$ cat config.mk
export PLATFORM = sky130hd
export DESIGN_NAME = fa_vector_sequencer
export DESIGN_NICKNAME = d
export VERILOG_FILES = /design/src/rtl/fa_seq_pkg.sv /design/src/rtl/transition_walker.sv /design/src/rtl/fa_vector_sequencer.sv
export SDC_FILE = /design/constraint.sdc
export NUM_CORES = 1
export LEC_CHECK = 0
export BUFFER_PORTS_ARGS = -buffer_cell sky130_fd_sc_hd__buf_2
export CORE_MARGIN = 2
export CORE_UTILIZATION = 30
export DETAILED_ROUTE_END_ITERATION = 8
export PLACE_DENSITY = 0.45
export SYNTH_ARGS = -nofsm -noshare
export SYNTH_HDL_FRONTEND = slang
export SYNTH_HIERARCHICAL = 1
export SYNTH_SLANG_ARGS = --single-unit
$ cat constraint.sdc
create_clock -name clk -period 8.3 [get_ports clk]
set_input_delay 1.245 -clock clk [delete_from_list [all_inputs] [get_ports clk]]
set_output_delay 1.245 -clock clk [all_outputs]
set_load 0.05 [all_outputs]
$ cat src/rtl/fa_seq_pkg.sv
// Shared types, run lengths and full-adder reference functions for the vector sequencer.
package fa_seq_pkg;

  typedef enum logic [1:0] {
    IDLE = 2'd0,
    HOLD = 2'd1,
    DONE = 2'd2
  } state_e;

  typedef enum logic {
    MODE_TT   = 1'b0,
    MODE_WALK = 1'b1
  } mode_e;

  localparam int unsigned TT_LEN   = 8;
  localparam int unsigned WALK_LEN = 63;

  // Vector bit order is {a, b, c}.
  function automatic logic exp_sum(input logic [2:0] v);
    return v[2] ^ v[1] ^ v[0];
  endfunction

  function automatic logic exp_carry(input logic [2:0] v);
    return (v[2] & v[1]) | (v[2] & v[0]) | (v[1] & v[0]);
  endfunction

endpackage

$ cat src/rtl/transition_walker.sv
// Generates the 63-step walk: for each base i, emit i, then j,i for every j > i,
// so every ordered pair between distinct vectors is traversed in both directions.
module transition_walker (
  input  logic       clk,
  input  logic       rst_n,
  input  logic       init,
  input  logic       advance,
  output logic [2:0] vec_o,
  output logic       last_o
);

  logic [2:0] base_q, base_d;
  logic [3:0] part_q, part_d;   // 8 means every partner of this base is used up
  logic       phase_q, phase_d; // 1: partner is on the output

  always_ff @(posedge clk or negedge rst_n) begin
    if (!rst_n) begin
      base_q  <= 3'd0;
      part_q  <= 4'd1;
      phase_q <= 1'b0;
    end else begin
      base_q  <= base_d;
      part_q  <= part_d;
      phase_q <= phase_d;
    end
  end

  always_comb begin
    base_d  = base_q;
    part_d  = part_q;
    phase_d = phase_q;
    if (init) begin
      base_d  = 3'd0;
      part_d  = 4'd1;
      phase_d = 1'b0;
    end else if (advance) begin
      if (phase_q) begin
        part_d  = part_q + 4'd1;
        phase_d = 1'b0;
      end else if (part_q == 4'd8) begin
        base_d  = base_q + 3'd1;
        part_d  = {1'b0, base_q} + 4'd2;
        phase_d = 1'b0;
      end else begin
        phase_d = 1'b1;
      end
    end
  end

  assign vec_o  = phase_q ? part_q[2:0] : base_q;
  assign last_o = (base_q == 3'd6) && !phase_q && (part_q == 4'd8);

endmodule

$ cat src/rtl/fa_vector_sequencer.sv
// Drives a full-adder cell through truth-table or transition-walk vectors, holding each
// for HOLD_CYCLES and counting sum/carry mismatches sampled on the last hold cycle.
module fa_vector_sequencer
  import fa_seq_pkg::*;
#(
  parameter int unsigned HOLD_CYCLES = 4
) (
  input  logic       clk,
  input  logic       rst_n,
  input  logic       start,
  input  logic       mode,
  output logic       a,
  output logic       b,
  output logic       c,
  input  logic       y0,
  input  logic       y1,
  output logic       busy,
  output logic       done,
  output logic [5:0] vec_index,
  output logic [6:0] err_count,
  output logic [1:0] dbg_state_o
);

  // Handshake: start is a request taken only while IDLE (busy and done low); once taken,
  // busy stays high for the whole run and done pulses one cycle after the final sample.
  localparam int unsigned   HW        = (HOLD_CYCLES > 1) ? $clog2(HOLD_CYCLES) : 1;
  localparam logic [HW-1:0] HOLD_LOAD = HW'(HOLD_CYCLES - 1);

  state_e        state_q, state_d;
  mode_e         mode_q, mode_d;
  logic [HW-1:0] hold_q, hold_d;
  logic [5:0]    idx_q, idx_d;
  logic [6:0]    err_q, err_d;

  logic          start_acc;
  logic          sample;
  logic          last_vec;
  logic          step;
  logic [2:0]    walk_vec;
  logic          walk_last;
  logic [2:0]    cur_vec;

  assign start_acc = (state_q == IDLE) && start;
  assign sample    = (state_q == HOLD) && (hold_q == '0);
  assign cur_vec   = (mode_q == MODE_WALK) ? walk_vec : idx_q[2:0];
  assign last_vec  = (mode_q == MODE_WALK) ? walk_last : (idx_q == 6'(TT_LEN - 1));
  assign step      = sample && !last_vec;

  transition_walker u_walker (
    .clk    (clk),
    .rst_n  (rst_n),
    .init   (start_acc),
    .advance(step && (mode_q == MODE_WALK)),
    .vec_o  (walk_vec),
    .last_o (walk_last)
  );

  always_ff @(posedge clk or negedge rst_n) begin
    if (!rst_n) begin
      state_q <= IDLE;
    end else begin
      state_q <= state_d;
    end
  end

  always_comb begin
    state_d = state_q;
    case (state_q)
      IDLE:    if (start) state_d = HOLD;
      HOLD:    if (sample && last_vec) state_d = DONE;
      DONE:    state_d = IDLE;
      default: state_d = IDLE;
    endcase
  end

  always_comb begin
    busy = 1'b0;
    done = 1'b0;
    {a, b, c} = 3'b000;
    case (state_q)
      HOLD: begin
        busy      = 1'b1;
        {a, b, c} = cur_vec;
      end
      DONE:    done = 1'b1;
      default: ;
    endcase
  end

  always_ff @(posedge clk or negedge rst_n) begin
    if (!rst_n) begin
      mode_q <= MODE_TT;
      hold_q <= '0;
      idx_q  <= 6'd0;
      err_q  <= 7'd0;
    end else begin
      mode_q <= mode_d;
      hold_q <= hold_d;
      idx_q  <= idx_d;
      err_q  <= err_d;
    end
  end

  // The cell is combinational, so y0/y1 already reflect cur_vec on its last hold cycle.
  always_comb begin
    mode_d = mode_q;
    hold_d = hold_q;
    idx_d  = idx_q;
    err_d  = err_q;
    if (start_acc) begin
      mode_d = mode_e'(mode);
      hold_d = HOLD_LOAD;
      idx_d  = 6'd0;
      err_d  = 7'd0;
    end else if (state_q == HOLD) begin
      if (hold_q == '0) begin
        err_d = err_q + 7'(y0 != exp_sum(cur_vec)) + 7'(y1 != exp_carry(cur_vec));
        if (!last_vec) begin
          idx_d  = idx_q + 6'd1;
          hold_d = HOLD_LOAD;
        end
      end else begin
        hold_d = hold_q - HW'(1);
      end
    end
  end

  assign vec_index   = idx_q;
  assign err_count   = err_q;
  assign dbg_state_o = state_q;

endmodule

After elaboration in Yosys (flattened, before gate mapping):

Cells that the tools add are included.

* add/subtract/negate cells: 7
* multipliers: 0
* div/mod/pow operators: 0
* $lt $le $gt $ge: 0
* equal/unequal tests: 12
* shift-type cells: 0
* mux-type cells: 34
* bitwise logic cells: 7
* reductions and logical operators: 22

Operator list (count)
* two-way mux 6 bit: 4
* two-way mux 7 bit: 3
* two-way mux 3 bit: 6
* two-way mux 4 bit: 4
* adder 7 x 1 -> 7 bit: 2
* two-way mux 2 bit: 6
* two-way mux 1 bit: 10
* AND reduction 2 bit: 4
* nonzero test 2 bit: 4
* logical AND 1 bit: 7
* adder 6 x 1 -> 6 bit, second input constant: 1
* equality test 6 x 3 -> 1 bit, second input constant: 1
* != test 2 bit, second input constant: 3
* AND reduction 3 bit: 2
* adder 3 x 2 -> 4 bit, second input constant: 1
* adder 4 x 1 -> 4 bit, second input constant: 1
* equality test 4 bit, second input constant: 1
* zero test 2 bit: 2
* one-hot mux 2 bit (2 select lines): 1
* adder 3 x 1 -> 3 bit, second input constant: 1
* AND 1 bit: 3
* equality test 3 bit, second input constant: 1
* != test 3 bit, second input constant: 1
* nonzero test 3 bit: 1
* other kinds (8): 12

* bits in registers: 26
* bits in latches: 0
* RAM bits: 0
* bits in read-only memories: 0
* bits of input ports: 6
* memories kept: 0

Logic depth before layout (Yosys ltp):

Gate-level depths: netlist (run 1).

* word-level depth: 10
* mapped depth: 13
* mapped depth without buffers: 12

Hierarchy:

Netlist (run 1), hierarchy kept.

Modules (own cells, without submodules)
* fa_vector_sequencer: instances 1, cells each 107, area an instance 1047.3 µm², seq. area each 450.4 µm²
* transition_walker: instances 1, cells each 66, area an instance 569.3 µm², seq. area each 201.4 µm²

Least setup slack after synthesis (run 1):

Ideal clock, no wire load.

* path type: register -> output
* start: register state_q[0] (netlist: dbg_state_o[0])
* end: output a
* arrival time: 2.159 ns
* slack: 4.896 ns
* cell stages (with the launch flop): 3
* path buffers: 0
* path through: dfrtp_1 > nor2b_1 > and2_1

* word-level cells in the longest chain between the ends: 2

Ends and longest elaborated chain
* from (decl): line fa_vector_sequencer.sv:29 `state_e state_q, state_d;`
* from (signal assigned): line fa_vector_sequencer.sv:62 `state_q <= state_d;`
* equality test 2 x 1 -> 1 bit: line fa_vector_sequencer.sv:80 `case (state_q)`
* two-way mux 1 bit: line fa_vector_sequencer.sv:80
* to (decl): line fa_vector_sequencer.sv:12 `output logic a,`

Every way passes these cells.

Worst setup path after layout (run 1):

* start: register u_walker.phase_q
* end: output b

* word-level cells in the longest chain between the ends: 3

Ends and longest elaborated chain
* from (decl): line transition_walker.sv:14 `logic phase_q, phase_d;`
* from (signal assigned): line transition_walker.sv:24 `phase_q <= phase_d;`
* two-way mux 3 bit: line transition_walker.sv:50 `assign vec_o = phase_q ? part_q[2:0] : base_q;`
* via walk_vec[1]: line fa_vector_sequencer.sv:39 `logic [2:0] walk_vec;`
* two-way mux 3 bit: line fa_vector_sequencer.sv:45 `assign cur_vec = (mode_q == MODE_WALK) ? walk_vec : idx_q[2:0];`
* two-way mux 1 bit: line fa_vector_sequencer.sv:80
* to (decl): line fa_vector_sequencer.sv:13 `output logic b,`

The timed path passes the listed nets, and every way through them passes these cells.

==> metrics, run 1 <==
status complete, no violations; Mapped Nets 189; Synth cell types 44; power per cell area 310 nW/um^2; # hold bufs at CTS 0; Design Power 0.566 mW; Clock Latency Late Sink 0.27 ns; MaxCap Viol Count 0; core area 5140 um^2; final setup fails 0; Die H 77.4 um; DR vias 1323; Slew @ Worst Pin 0.745 ns; Synth Flop Type dfrtp_1; Reg area 652 um^2; layout cells sized above 1 19.5%; RePlAce Congestion 0.823; RSZ-0062 raised after global routing no; Boundary Pins 26; CTS sink cnt 26; FF+latch count, synth 26; cells along the critical path nor2b_1, a21o_1, mux2_2, and2_1, buf_2; Peak VDD IR 0.000242 V; initial antenna violation count 0; clock tree buffer depth 2; Yosys warning total 6; worst min-delay path category flip-flop to flip-flop; fin nets 212; Crit-path slowest cell dfrtp_1; CP bufs+invs 1; Multi-input gate area 877 um^2; Slew HR 50.3%; Wirelength per Cell 13.5 um; Fin Setup TNS 0 ns; post-cts gate resize count 0; CTS buffer count 3; Initial Util 31.5%; CP max FO 15; CTS tree built; ANT cells 0; row count 26; Die X 77.4 um; Reg clk slew, reported paths 0.09 ns; startpoint types flip-flop; period utilization 36.3%; Fmax 332 MHz; vias in the first global route 1283; HPWL Detailed 2640 um; WP data required 7.05 ns; DRT Pass-1 Iters 4; post-layout minimum cycle time 3.02 ns; Final Skew 0.00587 ns; WS Path Type flip-flop to output port; Fin. Hold Viols 0; Slew Limit Fails 0; Area Overhead vs Synth 12.8%; Mapped Area 1620 um^2; Routed WL 3590 um; GRT overflow 0; first-pass GRT wire length 6370 um; vias per std cell 4.99; Leakage 0.864 nW; port buffer count 25; ANT nets after route 0; post-synthesis sequential area ratio 40.3%; Post-route DRC 0; Max stage delay on crit path 0.58 ns; largest net degree at the start of global routing 27; Post-synth EDFFs 0; CP top delay family flip-flops; die area 5990 um^2; most frequent cells in the layout dfrtp_1, buf_2, nand2_1, nor2_1, inv_1; Starting DRT DRC Count 70; Worst setup EP type output port; Avg Inst Size Synth 9.34 um^2; total setup buffers inserted after CTS 0; r2r setup slk 5.30 ns; Post-Syn Instances 173; gr usage total 12.9%; FFs w/ async S/R, synth 100%; H-Tree Depth 1; Root Driver clkbuf_8; WP data arrival 1.77 ns; Fillers 558
## stage by stage
step | cell area (um^2) | setup slack (ns) | utilization (%) | hold WS (ns) | cells
finish | 1820 | 5.28 | 35.5 | 0.521 | 265
global placement | 1780 | 5.42 | 34.6 | 0.493 | 261
floorplan | 1620 | 4.90 | - | 0.478 | 173
global route | 1820 | 5.06 | 35.5 | 0.560 | 265
detailed placement | 1780 | 5.31 | 34.6 | 0.506 | 261
CTS | 1820 | 5.28 | 35.5 | 0.529 | 265
## final timing paths
kind                                              start                             end  cells after the start
setup / recovery           u_walker/phase_q$_DFFE_PN0P_                               b                      5
hold / removal                    hold_q[1]$_DFFE_PN0P_           hold_q[1]$_DFFE_PN0P_                      2
setup reg to reg           u_walker/phase_q$_DFFE_PN0P_        err_count[4]$_DFFE_PN0P_                     10
hold reg to reg                   hold_q[1]$_DFFE_PN0P_           hold_q[1]$_DFFE_PN0P_                      2
max in group asynchronous                         rst_n        err_count[2]$_DFFE_PN0P_                      1
min in group asynchronous                         rst_n  u_walker/base_q[0]$_DFFE_PN0P_                      1
## registers in the layout, summed over array words and instances (netlist names)
signal / cells
err_count: 7
u_walker/part_q: 4
u_walker/base_q: 3
mode_q: 1
vec_index: 6
u_walker/phase_q: 1
hold_q: 2
dbg_state_o: 2
## per-layer routing
metal | share of wire, % | vias to the layer above | GRT usage (%)
met5 | 0 | - | 0
met4 | 0.42 | 0 | 2.68
met3 | 3.5 | 2 | 1.74
met2 | 46 | 25 | 21.2
met1 | 50 | 645 | 18.0
li1 | - | 651 | -
## area by class of cell
class                      instances  share of cell area [%]
multi-input combinational        130                    48.1
sequential                        26                    35.7
timing repair buffer              25                    6.86
tap                               70                    4.80
clock buffer                       4                    2.47
inverter                          10                    2.06
## worst reg2reg max path, stage by stage (launching register included)
cell and delay, ns:
dfrtp_1 0.58, nor2b_1 0.12, a21o_1 0.17, mux2_2 0.28, fa_1 0.53, xor2_1 0.17, fa_1 0.21, ha_1 0.14
nand4b_1 0.18, or3_1 0.39, a21oi_1 0.14
## cells in the mapped netlist, types with 4 or more instances
master	count	area, um^2
or3_1	5	31.3
inv_1	10	37.5
a21oi_1	5	25.0
nor3_1	4	20.0
nand2_1	18	67.6
nor2_1	14	52.6
xor2_1	7	61.3
o21ai_1	6	30.0
nor2b_1	5	31.3
o21ai_0	5	25.0
dfrtp_1	25	626
ha_1	8	100
nand3_1	9	45.0
and2_1	5	31.3
## cell families (layout without fill, tap and decap cells)
group           count (synthesis)  in the layout  synth area share (%)
simple gates                   77             77                  25.3
compound gates                 31             31                  13.2
flops                          26             26                  40.3
buf+inv                        17             39                  5.42
fa+ha+maj                      10             10                  8.67
xor+xnor                        8              8                  4.33
mux                             4              4                  2.71
## report_power, final
group / leakage [nW] / internal, mW / switching (mW)
Sequential: 0.337 / 0.159 / 0.0428
Combinational: 0.504 / 0.0995 / 0.190
Clock: 0.0228 / 0.0343 / 0.0400
No activity file was read; power rests on OpenSTA's default activity.
==> run 2, diff against run 1 <==
--- a/config.mk
+++ b/config.mk
@@ -5,11 +5,12 @@
 export SDC_FILE = /design/constraint.sdc
 export NUM_CORES = 1
 export LEC_CHECK = 0
+export ABC_AREA = 1
 export BUFFER_PORTS_ARGS = -buffer_cell sky130_fd_sc_hd__buf_2
 export CORE_MARGIN = 2
 export CORE_UTILIZATION = 30
 export DETAILED_ROUTE_END_ITERATION = 8
-export PLACE_DENSITY = 0.45
+export PLACE_DENSITY = 0.44
 export SYNTH_ARGS = -nofsm -noshare
 export SYNTH_HDL_FRONTEND = slang
 export SYNTH_HIERARCHICAL = 1
==> constraint.sdc (replaced) <==
create_clock -name clk -period 3.1 [get_ports clk]
set_input_delay 0.465 -clock clk [delete_from_list [all_inputs] [get_ports clk]]
set_output_delay 0.465 -clock clk [all_outputs]
set_load 0.05 [all_outputs]
==> metrics, run 2 <==
vias in the first global route 1399 (+9.0%); cell taking the most area after synthesis dfrtp_1; Mapped Nets 248 (+31%); Reg clk slew, reported paths 0.10 ns (about the same); Worst setup EP type flip-flop; power per cell area 461 nW/um^2 (+49%); Final WS setup 0.375 ns (-4.91 ns); status complete, no violations; WP data required 3.27 ns (-3.78 ns); Clock Latency Late Sink 0.27 ns (about the same); Yosys top cell area share 36.1% (-2.6 points); period utilization 87.9%; Finished Cell Area 1970 um^2 (+8.0%); HPWL Detailed 2940 um (+11%); Leakage 1.06 nW (+22%); WS Path Type flip-flop to flip-flop; reg2reg end err_count[6]$_DFFE_PN0P_; Peak VDD IR 0.000225 V (-7.1%); Wirelength per Cell 11.8 um (-13%); DRT Pass-1 Iters 4 (unchanged); most frequent cells in the layout nand2_1, inv_1, dfrtp_1, buf_2, nor2_1; startpoint types flip-flop; Post-route DRC 0 (unchanged); Root Driver clkbuf_8; total setup buffers inserted after CTS 0 (unchanged); Slew @ Worst Pin 0.616 ns (-0.129 ns); MaxCap Viol Count 0 (unchanged); Multi-input gate area 935 um^2 (+6.6%); layout cells sized above 1 20.1% (+0.59 points); first-pass GRT wire length 6670 um (+4.8%); count leader, synth nand2_1; post-synthesis sequential area ratio 37.6% (-2.7 points); number of flip-flops in the largest register 7 (unchanged); CTS buffer count 3 (unchanged); Slew Limit Fails 0 (unchanged); Crit-path slowest cell dfrtp_1; post-layout minimum cycle time 2.72 ns; core area 5540 um^2 (+7.8%); RePlAce Congestion 0.763 (-7.2%); die area 6400 um^2 (+6.8%); final setup fails 0 (unchanged); Final Skew 0.00554 ns (-0.000328 ns); DR vias 1457 (+10%); most common cell after layout, fill and taps aside nand2_1; Boundary Pins 26 (unchanged); Place WS 0.392 ns (-4.91 ns); Max stage delay on crit path 0.56 ns (-0.02 ns); initial antenna violation count 0 (unchanged); Post-Syn Instances 232 (+34%); R2R Path Start u_walker/phase_q$_DFFE_PN0P_; Initial Util 31.3% (-0.17 points); CP most frequent cell nand2_1; fin nets 276 (+30%); Slew HR 58.9% (+8.6 points); Yosys warning total 6 (unchanged); # hold bufs at CTS 0 (unchanged); r2r setup slk 0.38 ns (-4.92 ns); Fillers 625 (+12%); FF+latch count, synth 26 (unchanged); Post-synth EDFFs 0 (unchanged); Fin Setup TNS 0 ns (unchanged); largest net degree at the start of global routing 27 (unchanged); port buffer count 25 (unchanged); gr usage total 13.2% (+0.35 points); H-Tree Depth 1 (unchanged); WP data arrival 2.89 ns (+1.12 ns); cells along the critical path inv_2, o21ai_0, nand2_1, nand2_1, fa_1, xor2_1, fa_1, ha_1, nand4_1, nand2_1, nand4_1, nand2_1; Routed WL 3900 um (+8.8%); Post-DP Area 1930 um^2 (+8.2%); Finished Layout Cells 331 (+25%); Area contributors post-synth dfrtp_1, nand2_1, ha_1, nand3_1, inv_1; CP max FO 11 (-4); Mapped Area 1730 um^2 (+7.2%); Synth Flop Type dfrtp_1; CP bufs+invs 1 (unchanged); Fin. Hold Viols 0 (unchanged); Starting DRT DRC Count 29 (-59%); CTS sink cnt 26 (unchanged); Commonest cells post-synth nand2_1, dfrtp_1, inv_1, nor2_1, nand3_1; Die H 80 um (+3.4%); FFs w/ async S/R, synth 100% (unchanged); CP top delay family adder cells; Avg Inst Size Synth 7.47 um^2 (-20%); Die X 80 um (+3.4%); Area Overhead vs Synth 13.7%; DP Cell Count 327 (+25%); clock tree buffer depth 2 (unchanged); vias per std cell 4.40 (-12%); worst min-delay path category input pin to async pin; ANT cells 0 (unchanged); Reg area 652 um^2 (unchanged); row count 27 (+3.8%); GRT overflow 0 (unchanged); Synth cell types 27 (-39%); Fmax 367 MHz; r2r worst-path depth 12 (+2); CTS tree built; crit path from u_walker/phase_q$_DFFE_PN0P_; ANT nets after route 0 (unchanged); post-cts gate resize count 0 (unchanged); RSZ-0062 raised after global routing no
[run 2: worst max-delay path by stage]
stage	end	slack, ns	depth (start not counted)
after global placement	err_count[6]$_DFFE_PN0P_	0.44	12
after CTS	err_count[6]$_DFFE_PN0P_	0.38	12
final	err_count[6]$_DFFE_PN0P_	0.38	12
after floorplan	err_count[6]$_DFFE_PN0P_	0.50	12
after detailed placement	err_count[6]$_DFFE_PN0P_	0.39	12
after global routing	err_count[6]$_DFFE_PN0P_	0.09	12
[run 2: report_power, final]
part | switching (mW) | internal, mW | total, mW
clock | 0.110 | 0.0921 | 0.202
combinational | 0.215 | 0.0680 | 0.283
sequential | 0.0455 | 0.377 | 0.422
[run 2: cells by family (layout without fill, tap and decap cells)]
kind of cell,count (synthesis),in the layout,synth area share (%)
AND/OR/NAND/NOR,138,138,36.8
buffers and inverters,33,60,8.45
AO/OA/AOI/OAI,19,19,5.99
flip-flops,26,26,37.6
XOR/XNOR,6,6,3.03
adder cells (fa/ha/maj),10,10,8.09
[run 2: final cells by class]
type	count	area share, %
sequential	26	33.1
clock buffer	4	2.29
multi-input combinational	173	47.4
tap	72	4.57
timing repair buffer	25	6.35
inverter	31	6.29
[run 2: layer usage]
| metal | GRT usage [%] | vias up | part of all wire (%) | wire length, um |
|---|---|---|---|---|
| met4 | 3.56 | 0 | 0.59 | 23 |
| li1 | - | 792 | - | - |
| met1 | 18.9 | 638 | 52 | 2030 |
| met2 | 20.3 | 25 | 43 | 1690 |
| met5 | 0 | - | 0 | 0 |
| met3 | 2.49 | 2 | 4.0 | 155 |
[run 2: metrics by stage]
step,hold slack (ns),utilization (%),power [mW]
final,0.196,35.6,0.908
after global routing,0.234,35.6,0.971
after CTS,0.220,35.6,0.929
after detailed placement,0.471,34.8,0.715
after global placement,0.470,34.8,0.714
after floorplan,0.169,-,0.638
[run 2: worst register-to-register path: stages, from the launching register on]
cell and delay, ns:
dfrtp_1 0.56, inv_2 0.11, o21ai_0 0.19, nand2_1 0.09
nand2_1 0.11, fa_1 0.43, xor2_1 0.18, fa_1 0.38
ha_1 0.25, nand4_1 0.12, nand2_1 0.05, nand4_1 0.08
nand2_1 0.06
